<file path="src/rtl/dmem_arb_pkg.sv">
// Shared types and constants for the two-port data memory arbiter.
package dmem_arb_pkg;
    localparam int ADDR_W = 16;
    localparam int DATA_W = 16;

    // Requester IDs. The owner bit in a command carries one of these values.
    localparam logic REQ_CPU = 1'b0;
    localparam logic REQ_DMA = 1'b1;

    // One accepted access. It is held in the command stage for one cycle.
    typedef struct packed {
        logic              owner;
        logic              we;
        logic [ADDR_W-1:0] addr;
        logic [DATA_W-1:0] wdata;
    } cmd_t;
endpackage

</file>
<file path="src/rtl/dmem_arbiter_if.sv">
// Requester and memory-side bus of the data memory arbiter.
// The slave modport is the arbiter. The master modport is the requesters plus the memory.
interface dmem_arbiter_if;
    import dmem_arb_pkg::*;

    logic              req0, req1;
    logic              we0, we1;
    logic              lock0, lock1;
    logic [ADDR_W-1:0] addr0, addr1;
    logic [DATA_W-1:0] wdata0, wdata1;
    logic              gnt0, gnt1;
    logic              rvalid0, rvalid1;
    logic [DATA_W-1:0] rdata;
    logic [ADDR_W-1:0] mem_address;
    logic [DATA_W-1:0] mem_write_data;
    logic              mem_write_enable;
    logic              mem_read_enable;
    logic [DATA_W-1:0] mem_read_data;

    modport slave (
        input  req0, req1, we0, we1, lock0, lock1, addr0, addr1, wdata0, wdata1,
        input  mem_read_data,
        output gnt0, gnt1, rvalid0, rvalid1, rdata,
        output mem_address, mem_write_data, mem_write_enable, mem_read_enable
    );

    modport master (
        output req0, req1, we0, we1, lock0, lock1, addr0, addr1, wdata0, wdata1,
        output mem_read_data,
        input  gnt0, gnt1, rvalid0, rvalid1, rdata,
        input  mem_address, mem_write_data, mem_write_enable, mem_read_enable
    );
endinterface

</file>
<file path="src/rtl/dmem_arbiter_rr_arb2.sv">
// Two-way grant logic. It is purely combinational from the requests and the registered
// ownership/lock state. 'locked' marks a grant that was won through the lock rule
// against a waiting competitor.
module rr_arb2 #(
    parameter bit FIXED_PRIO = 1'b0,
    parameter int MAX_LOCK   = 4
) (
    input  logic [1:0] req,
    input  logic       last_owner,
    input  logic       last_lock,
    input  logic [3:0] lock_cnt,
    output logic [1:0] gnt,
    output logic       locked
);
    localparam logic [3:0] MAX_L = 4'(MAX_LOCK);

    logic lock_hit;
    assign lock_hit = last_lock && req[last_owner] && (lock_cnt < MAX_L);

    // Single requester wins outright; contention is resolved by priority, lock, then rotation.
    always_comb begin
        gnt    = 2'b00;
        locked = 1'b0;
        if (req == 2'b11) begin
            if (FIXED_PRIO) begin
                gnt = 2'b01;
            end else if (lock_hit) begin
                gnt[last_owner] = 1'b1;
                locked          = 1'b1;
            end else begin
                gnt[~last_owner] = 1'b1;
            end
        end else begin
            gnt = req;
        end
    end
endmodule

</file>
<file path="src/rtl/dmem_arbiter.sv">
// Arbiter and one-stage sequencer in front of the 128x16 data memory.
// Accepted requests go into the command register. That register drives the memory
// for one cycle. Read data is captured one edge later and returned with an rvalid pulse.
module dmem_arbiter
    import dmem_arb_pkg::*;
#(
    parameter bit FIXED_PRIO = 1'b0,
    parameter int MAX_LOCK   = 4
) (
    input  logic           clk,
    input  logic           rst_n,
    dmem_arbiter_if.slave  bus
);
    logic [1:0] gnt;
    logic       locked;
    logic       any_gnt;
    logic       last_owner;
    logic       last_lock;
    logic [3:0] lock_cnt;
    logic       cmd_valid;
    cmd_t       cmd;
    cmd_t       nxt_cmd;

    rr_arb2 #(.FIXED_PRIO(FIXED_PRIO), .MAX_LOCK(MAX_LOCK)) u_arb (
        .req        ({bus.req1, bus.req0}),
        .last_owner (last_owner),
        .last_lock  (last_lock),
        .lock_cnt   (lock_cnt),
        .gnt        (gnt),
        .locked     (locked)
    );

    assign any_gnt  = |gnt;
    assign bus.gnt0 = gnt[0];
    assign bus.gnt1 = gnt[1];

    // Select the winning requester's fields for the command register.
    always_comb begin
        nxt_cmd = '0;
        if (gnt[1]) nxt_cmd = '{owner: REQ_DMA, we: bus.we1, addr: bus.addr1, wdata: bus.wdata1};
        else        nxt_cmd = '{owner: REQ_CPU, we: bus.we0, addr: bus.addr0, wdata: bus.wdata0};
    end

    // Ownership and lock bookkeeping. The run count only grows on lock-won grants and is cleared otherwise.
    always_ff @(posedge clk or negedge rst_n) begin
        if (!rst_n) begin
            last_owner <= 1'b1;
            last_lock  <= 1'b0;
            lock_cnt   <= 4'd0;
        end else begin
            if (any_gnt) begin
                last_owner <= gnt[1];
                last_lock  <= gnt[1] ? bus.lock1 : bus.lock0;
            end
            lock_cnt <= locked ? lock_cnt + 4'd1 : 4'd0;
        end
    end

    // Command stage. Address and data hold their last values when idle.
    always_ff @(posedge clk or negedge rst_n) begin
        if (!rst_n) begin
            cmd_valid <= 1'b0;
            cmd       <= '0;
        end else begin
            cmd_valid <= any_gnt;
            if (any_gnt) cmd <= nxt_cmd;
        end
    end

    assign bus.mem_address      = cmd.addr;
    assign bus.mem_write_data   = cmd.wdata;
    assign bus.mem_write_enable = cmd_valid & cmd.we;
    assign bus.mem_read_enable  = cmd_valid & ~cmd.we;

    // Capture read data and pulse rvalid toward whichever requester issued the read.
    always_ff @(posedge clk or negedge rst_n) begin
        if (!rst_n) begin
            bus.rvalid0 <= 1'b0;
            bus.rvalid1 <= 1'b0;
            bus.rdata   <= '0;
        end else begin
            bus.rvalid0 <= cmd_valid & ~cmd.we & (cmd.owner == REQ_CPU);
            bus.rvalid1 <= cmd_valid & ~cmd.we & (cmd.owner == REQ_DMA);
            if (cmd_valid && !cmd.we) bus.rdata <= bus.mem_read_data;
        end
    end
endmodule

</file>
<file path="src/flat_wrapper.sv">
// flat-port wrapper written by rule: the top's interface ports become plain ports
module dmem_arbiter_flat import dmem_arb_pkg::*;
#(
    parameter bit FIXED_PRIO = 1'b0,
    parameter int MAX_LOCK   = 4
)
  (clk, rst_n, bus_req0, bus_req1, bus_we0, bus_we1, bus_lock0, bus_lock1, bus_addr0, bus_addr1, bus_wdata0, bus_wdata1, bus_mem_read_data, bus_gnt0, bus_gnt1, bus_rvalid0, bus_rvalid1, bus_rdata, bus_mem_address, bus_mem_write_data, bus_mem_write_enable, bus_mem_read_enable);
  dmem_arbiter_if bus_i ();
  input  logic clk;
  input  logic rst_n;
  input wire logic [$bits(bus_i.req0)-1:0] bus_req0;
  input wire logic [$bits(bus_i.req1)-1:0] bus_req1;
  input wire logic [$bits(bus_i.we0)-1:0] bus_we0;
  input wire logic [$bits(bus_i.we1)-1:0] bus_we1;
  input wire logic [$bits(bus_i.lock0)-1:0] bus_lock0;
  input wire logic [$bits(bus_i.lock1)-1:0] bus_lock1;
  input wire logic [$bits(bus_i.addr0)-1:0] bus_addr0;
  input wire logic [$bits(bus_i.addr1)-1:0] bus_addr1;
  input wire logic [$bits(bus_i.wdata0)-1:0] bus_wdata0;
  input wire logic [$bits(bus_i.wdata1)-1:0] bus_wdata1;
  input wire logic [$bits(bus_i.mem_read_data)-1:0] bus_mem_read_data;
  output wire logic [$bits(bus_i.gnt0)-1:0] bus_gnt0;
  output wire logic [$bits(bus_i.gnt1)-1:0] bus_gnt1;
  output wire logic [$bits(bus_i.rvalid0)-1:0] bus_rvalid0;
  output wire logic [$bits(bus_i.rvalid1)-1:0] bus_rvalid1;
  output wire logic [$bits(bus_i.rdata)-1:0] bus_rdata;
  output wire logic [$bits(bus_i.mem_address)-1:0] bus_mem_address;
  output wire logic [$bits(bus_i.mem_write_data)-1:0] bus_mem_write_data;
  output wire logic [$bits(bus_i.mem_write_enable)-1:0] bus_mem_write_enable;
  output wire logic [$bits(bus_i.mem_read_enable)-1:0] bus_mem_read_enable;
  assign bus_i.req0 = bus_req0;
  assign bus_i.req1 = bus_req1;
  assign bus_i.we0 = bus_we0;
  assign bus_i.we1 = bus_we1;
  assign bus_i.lock0 = bus_lock0;
  assign bus_i.lock1 = bus_lock1;
  assign bus_i.addr0 = bus_addr0;
  assign bus_i.addr1 = bus_addr1;
  assign bus_i.wdata0 = bus_wdata0;
  assign bus_i.wdata1 = bus_wdata1;
  assign bus_i.mem_read_data = bus_mem_read_data;
  assign bus_gnt0 = bus_i.gnt0;
  assign bus_gnt1 = bus_i.gnt1;
  assign bus_rvalid0 = bus_i.rvalid0;
  assign bus_rvalid1 = bus_i.rvalid1;
  assign bus_rdata = bus_i.rdata;
  assign bus_mem_address = bus_i.mem_address;
  assign bus_mem_write_data = bus_i.mem_write_data;
  assign bus_mem_write_enable = bus_i.mem_write_enable;
  assign bus_mem_read_enable = bus_i.mem_read_enable;
  dmem_arbiter #(.FIXED_PRIO(FIXED_PRIO), .MAX_LOCK(MAX_LOCK)) u_core (.clk(clk), .rst_n(rst_n), .bus(bus_i));
endmodule
</file>
<file path="config.mk">
export PLATFORM = sky130hd
export DESIGN_NAME = dmem_arbiter_flat
export DESIGN_NICKNAME = d
export VERILOG_FILES = /design/src/rtl/dmem_arb_pkg.sv /design/src/rtl/dmem_arbiter_if.sv /design/src/rtl/dmem_arbiter_rr_arb2.sv /design/src/rtl/dmem_arbiter.sv /design/src/flat_wrapper.sv
export SDC_FILE = /design/constraint.sdc
export NUM_CORES = 1
export LEC_CHECK = 0
export ABC_AREA = 0
export BUFFER_PORTS_ARGS = -buffer_cell sky130_fd_sc_hd__buf_2
export CORE_MARGIN = 3
export CORE_UTILIZATION = 50
export CTS_BUF_LIST = sky130_fd_sc_hd__clkbuf_4 sky130_fd_sc_hd__clkbuf_8 sky130_fd_sc_hd__clkbuf_16
export CTS_CLUSTER_SIZE = 25
export DETAILED_ROUTE_END_ITERATION = 12
export PLACE_DENSITY = 0.83
export SLEW_MARGIN = 20
export SYNTH_ARGS = -nofsm -noshare
export SYNTH_HDL_FRONTEND = slang
export SYNTH_SLANG_ARGS = --single-unit
</file>
<file path="constraint.sdc">
create_clock -name clk -period 2.2 [get_ports clk]
set_input_delay 0.22 -clock clk [delete_from_list [all_inputs] [get_ports clk]]
set_output_delay 0.22 -clock clk [all_outputs]
set_load 0.1 [all_outputs]
</file>
# --- Word-level counts from Yosys, hierarchy flattened ---
# Index checks and enable logic that the tools add are counted.
# Widths: inputs -> output; s select.
op_classes:
  n_addsub: 1
  order_cmp: 5
  n_eq_ne: 1
  muxes: 13
  n_bitwise: 7
  reduce_logical: 7
ops:
  columns: ["cell", "count"]
  rows:
  - ["$mux 34", 1]
  - ["$mux 1", 7]
  - ["$logic_and 1x1->1", 5]
  - ["$add 4x1->4 const B", 1]
  - ["$and 1x1->1", 4]
  - ["$lt 1x2->1 const B", 2]
  - ["$lt 4x3->1 const B", 1]
  - ["$mux 2", 2]
  - ["$mux 4", 1]
  - ["$not 1->1", 3]
  - ["$demux 1 s1", 2]
  - ["$eq 2x2->1 const B", 1]
  - ["$ge 1x1->1 const B", 2]
  - ["$reduce_or 2->1", 1]
  - ["$logic_not 1->1", 1]
totals:
  regBits: 59
  elab_cells: 45

# --- Logic depth before layout (Yosys ltp) ---
depth:
  ltp_word: 8
  ltp_mapped: 6

# --- By module ---
# Synthesis repeated with hierarchy kept, for this count alone.
unflattened:
  hier_cells: 246
  hier_area_um2: 2830.2
by_module_without_submodules:
  columns: ["mod", "n_inst", "cells_per_inst", "area_per_inst_um2", "seq_area_each_um2"]
  rows:
  - ["dmem_arbiter", 1, 240, 2785.2, 1477.7]
  - ["rr_arb2", 1, 6, 45.0, 0.0]

# --- Worst setup path before layout ---
# Ideal clock, no wire load.
synth_timing:
  kind: "reg-to-output"
  from: "register u_core.lock_cnt[2]"
  to: "output port bus_gnt0"
  arrival_ps: 2525
  required_time_ps: 1980
  slack_ps: -545
  path_stages_with_launch: 6
  path_buffers: 2
  cell_sequence: "dfrtp_1 nor3b_4 buf_6 buf_4 xnor2_1 a21boi_1"
synth_between:
  elab_chain_cells: 4
synth_rtl:
  columns: ["element", "line_no", "source"]
  rows:
  - ["from (decl)", "dmem_arbiter.sv:19", "logic [3:0] lock_cnt;"]
  - ["from (signal assigned)", "dmem_arbiter.sv:55", "lock_cnt <= locked ? lock_cnt + 4'd1 : 4'd0;"]
  - ["$lt 4x3->1", "dmem_arbiter_rr_arb2.sv:18", "assign lock_hit = last_lock && req[last_owner] && (lock_cnt < MAX_L);"]
  - ["$logic_and 1x1->1", "dmem_arbiter_rr_arb2.sv:18", null]
  - ["$mux 2", "dmem_arbiter_rr_arb2.sv:27", "end else if (lock_hit) begin"]
  - ["$mux 2", "dmem_arbiter_rr_arb2.sv:24", "if (req == 2'b11) begin"]
  - ["to (decl)", "flat_wrapper.sv:22", "output wire logic [$bits(bus_i.gnt0)-1:0] bus_gnt0;"]
# No other way between the ends.

# --- Worst setup path in the final report ---
# Ends and elaborated chain as after synthesis.

==> impl_metrics.tcl <==
set metrics [dict create \
    fill_cells 619 \
    htree_levels 3 \
    antenna_found_initial 0 \
    cts_resized 0 \
    slowest_delay_ns 0.40 \
    ys_top_cells_by_count "mux2i_1 (68), dfrtp_1 (58), nor2_1 (40)" \
    core_sq_um 7331 \
    grt_pass1_wl_um 14900 \
    drt-vias-per-instance 5.495 \
    async_flop_share 1.000 \
    worst_setup_path_start_kind "register" \
    cp_max_fo 20 \
    rsz0062_at_grt "false" \
    min_period_ns 2.070 \
    p_sw_frac 0.4666 \
    drive_gt1_frac 0.4050 \
    skew_ns 0.009125 \
    synth-seq-cells 59 \
    gp_congestion 0.7282 \
    yosys.area_share.simple 0.1653 \
    initial_core_util 0.5235 \
    dp.cells 561 \
    yosysSeqAreaShare 0.3851 \
    worstMarginPinSlew_ns 0.6319 \
    numCtsBuffers 9 \
    ys_types 27 \
    max-slew-margin-rel 0.5788 \
    met3_usage 0.05792 \
    die_w_um 93.61 \
    dp_hpwl_um 6398 \
    cellInternalPower_mw 2.684 \
    fin_util 0.6373 \
    seq_power_share 0.271 \
    min_to "u_core.bus.rdata[1]$_DFFE_PN0N_" \
    grt_overflow_total 0 \
    portBuffers 141 \
    die_y_um 93.61 \
    n_antenna_cell 0 \
    muxShareOfSynthArea 0.2282 \
    area_growth_pct 21.75 \
    slew_violations 0 \
    synth.area.top_cells "dfrtp_1 (38%), mux2i_1 (18%), a311o_1 (8.9%)" \
    layoutNonFillerInstCount 578 \
    synth_top_area_frac 0.3782 \
    num_rows 31 \
    synth-edff-count 0 \
    grt_use_met1 0.2747 \
    p_clk_frac 0.266 \
    cp_data_required_time_ns 1.98 \
    synth_compound_area_frac 0.09879 \
    maxCapViolCount 0 \
    whs_path_depth 2 \
    ant_nets 0 \
    power_leakage_nw 2.201 \
    nNetsFinal 563 \
    r2r_slack_ns 0.30 \
    clock_path_buffers 2 \
    synthCells 375 \
    ios 142 \
    die_area_sq_um 8762 \
    ir_drop_v 0.0007360 \
    crit_type "register to output pin" \
    met2_usage 0.3448 \
    wire_per_inst_um 15.81 \
    combPwrFrac 0.463 \
    synth_top_family_by_area "multiplexers" \
    finalHoldViolations 0 \
    clk_pin_slew_ns 0.07 \
    r2r_end "u_core.bus.mem_write_data[14]$_DFFE_PN0P_" \
    pwr_density_cell_nw_per_um2 1077 \
    synthXorXnorAreaFrac 0.002282 \
    track_usage 0.2129 \
    wirelength_um 9137 \
    yosysMostFrequentCell "mux2i_1" \
    finalSetupTns_ns 0 \
    clock_latency_ns 0.34 \
    cp_data_arrival_time_ns 1.85 \
    synth_area_sq_um 3837 \
    yosysWarnings 0 \
    drc 0 \
    grt_max_degree 41 \
    drtPass1Iterations 4 \
    synthAdderAreaFrac 0.003261 \
    root_buffer "clkbuf_8" \
    whs_ns 0.1063 \
    cp-end-kind "output pin" \
    min_from "bus_mem_read_data[1]" \
    tritoncts "built" \
    crit_chain "nor3b_4 > buf_4 > xnor2_1 > a21boi_2 > buf_12" \
    hold_class "input port to register" \
    grt_pass1_vias 3158 \
    num_vias 3176 \
    clock-sinks 59 \
    syn-num-nets 464 \
    max_freq_mhz 483.2 \
    synthFlopType "dfrtp_1" \
    regToRegStartpoint "u_core.lock_cnt[2]$_DFF_PN0_" \
    drt_iter0_markers 129 \
    syn_avg_cell_area_sq_um 10.23 \
    min_period_over_period 0.9407 \
    cp_slowest_cell "dfrtp_1" \
    switching_power_mw 2.348 \
    synth_top_area_cell "dfrtp_1" \
    r2r_cells 5 \
    setup_viol 0 \
    grt_most_used_layer "met2" \
    outcome "complete, no violations" \
]
flip-flops by register name, indices dropped and copies added, names as in the netlist:
name                       cells
u_core.bus.rdata              16
u_core.lock_cnt                4
u_core.cmd_valid               1
u_core.last_lock               1
u_core.bus.rvalid1             1
u_core.bus.mem_write_data     16
u_core.bus.mem_address        16
u_core.bus.rvalid0             1
u_core.cmd                     2
u_core.last_owner              1
final cells by class:
type | instances | area [sq um] | area share
multi-input cells | 243 | 1918 | 0.4106
flip-flops and latches | 59 | 1478 | 0.3163
repair buffers | 157 | 873.3 | 0.1869
clock buffers | 11 | 138.9 | 0.02973
clock inverters | 5 | 125.1 | 0.02678
well taps | 99 | 123.9 | 0.02651
inverters | 4 | 15.01 | 0.003214
layout by cell type (no fill, tap or decap):
master	count
a21bo_2	1
a21boi_2	1
a22o_1	1
a311o_1	34
and2_1	2
buf_12	3
buf_2	138
buf_4	15
bufinv_16	4
clkbuf_4	2
clkbuf_8	9
clkinv_2	1
conb_1	1
dfrtp_1	58
dfstp_2	1
dlygate4sd3_1	1
ha_1	1
inv_1	4
mux2_2	16
mux2_4	1
mux2i_1	68
nand2_1	1
nand2b_1	2
nand3_1	35
nand3b_1	34
nor2_1	40
nor3b_4	1
o21a_1	1
o21ai_1	1
or2_2	1
xnor2_1	1
power by group through the flow:
stage / sequential (mW) / combinational (mW) / clock, mW
after detailed placement: 1.38 / 2.34 / 0
after global placement: 1.37 / 2.30 / 0
after CTS: 1.37 / 2.34 / 1.36
after global routing: 1.39 / 2.43 / 1.40
final: 1.36 / 2.33 / 1.34
after floorplan: 1.91 / 1.52 / 0
worst max-delay path: cells and delay by family, from the launching register on:
kind / cells / cell delay, ns
buf+inv: 2 / 0.53
compound gates: 1 / 0.21
flops: 1 / 0.40
simple gates: 1 / 0.22
xor+xnor: 1 / 0.14
stage by stage:
stage	setup slack (ns)	instance area (sq um)	power, mW
after floorplan	0.03827	3841	3.428
after global routing	0.02281	4672	5.227
after CTS	0.09107	4672	5.063
after detailed placement	0.2947	4398	3.717
final	0.1304	4672	5.031
after global placement	0.3271	4398	3.676
logic make-up after synthesis:
logic type | after synthesis
compound gates | 39
xor+xnor | 1
fa+ha+maj | 1
buf+inv | 73
flops | 59
mux | 85
other cells | 1
simple gates | 116
layer usage:
layer	routed length [um]	vias up
met1	3924	1512
met4	96	0
li1	-	1520
met3	825	9
met2	4290	135
met5	0	-
what timing repair did:
item	in CTS	in global routing
hold buffers	1	0
endpoints found under the hold margin	22	0
setup buffers	0	0
worst max path at each step:
stage,from,end,slack [ns]
2_1_floorplan,u_core.lock_cnt[2]$_DFF_PN0_,bus_gnt0,0.04
3_3_place_gp,u_core.lock_cnt[2]$_DFF_PN0_,u_core.bus.mem_write_data[14]$_DFFE_PN0P_,0.33
3_5_place_dp,u_core.lock_cnt[2]$_DFF_PN0_,u_core.bus.mem_address[1]$_DFFE_PN0P_,0.29
4_1_cts,u_core.lock_cnt[2]$_DFF_PN0_,bus_gnt0,0.09
5_1_grt,u_core.lock_cnt[2]$_DFF_PN0_,bus_gnt0,0.02
6_report,u_core.lock_cnt[2]$_DFF_PN0_,bus_gnt0,0.13
Power figures use the tool's default switching activity.
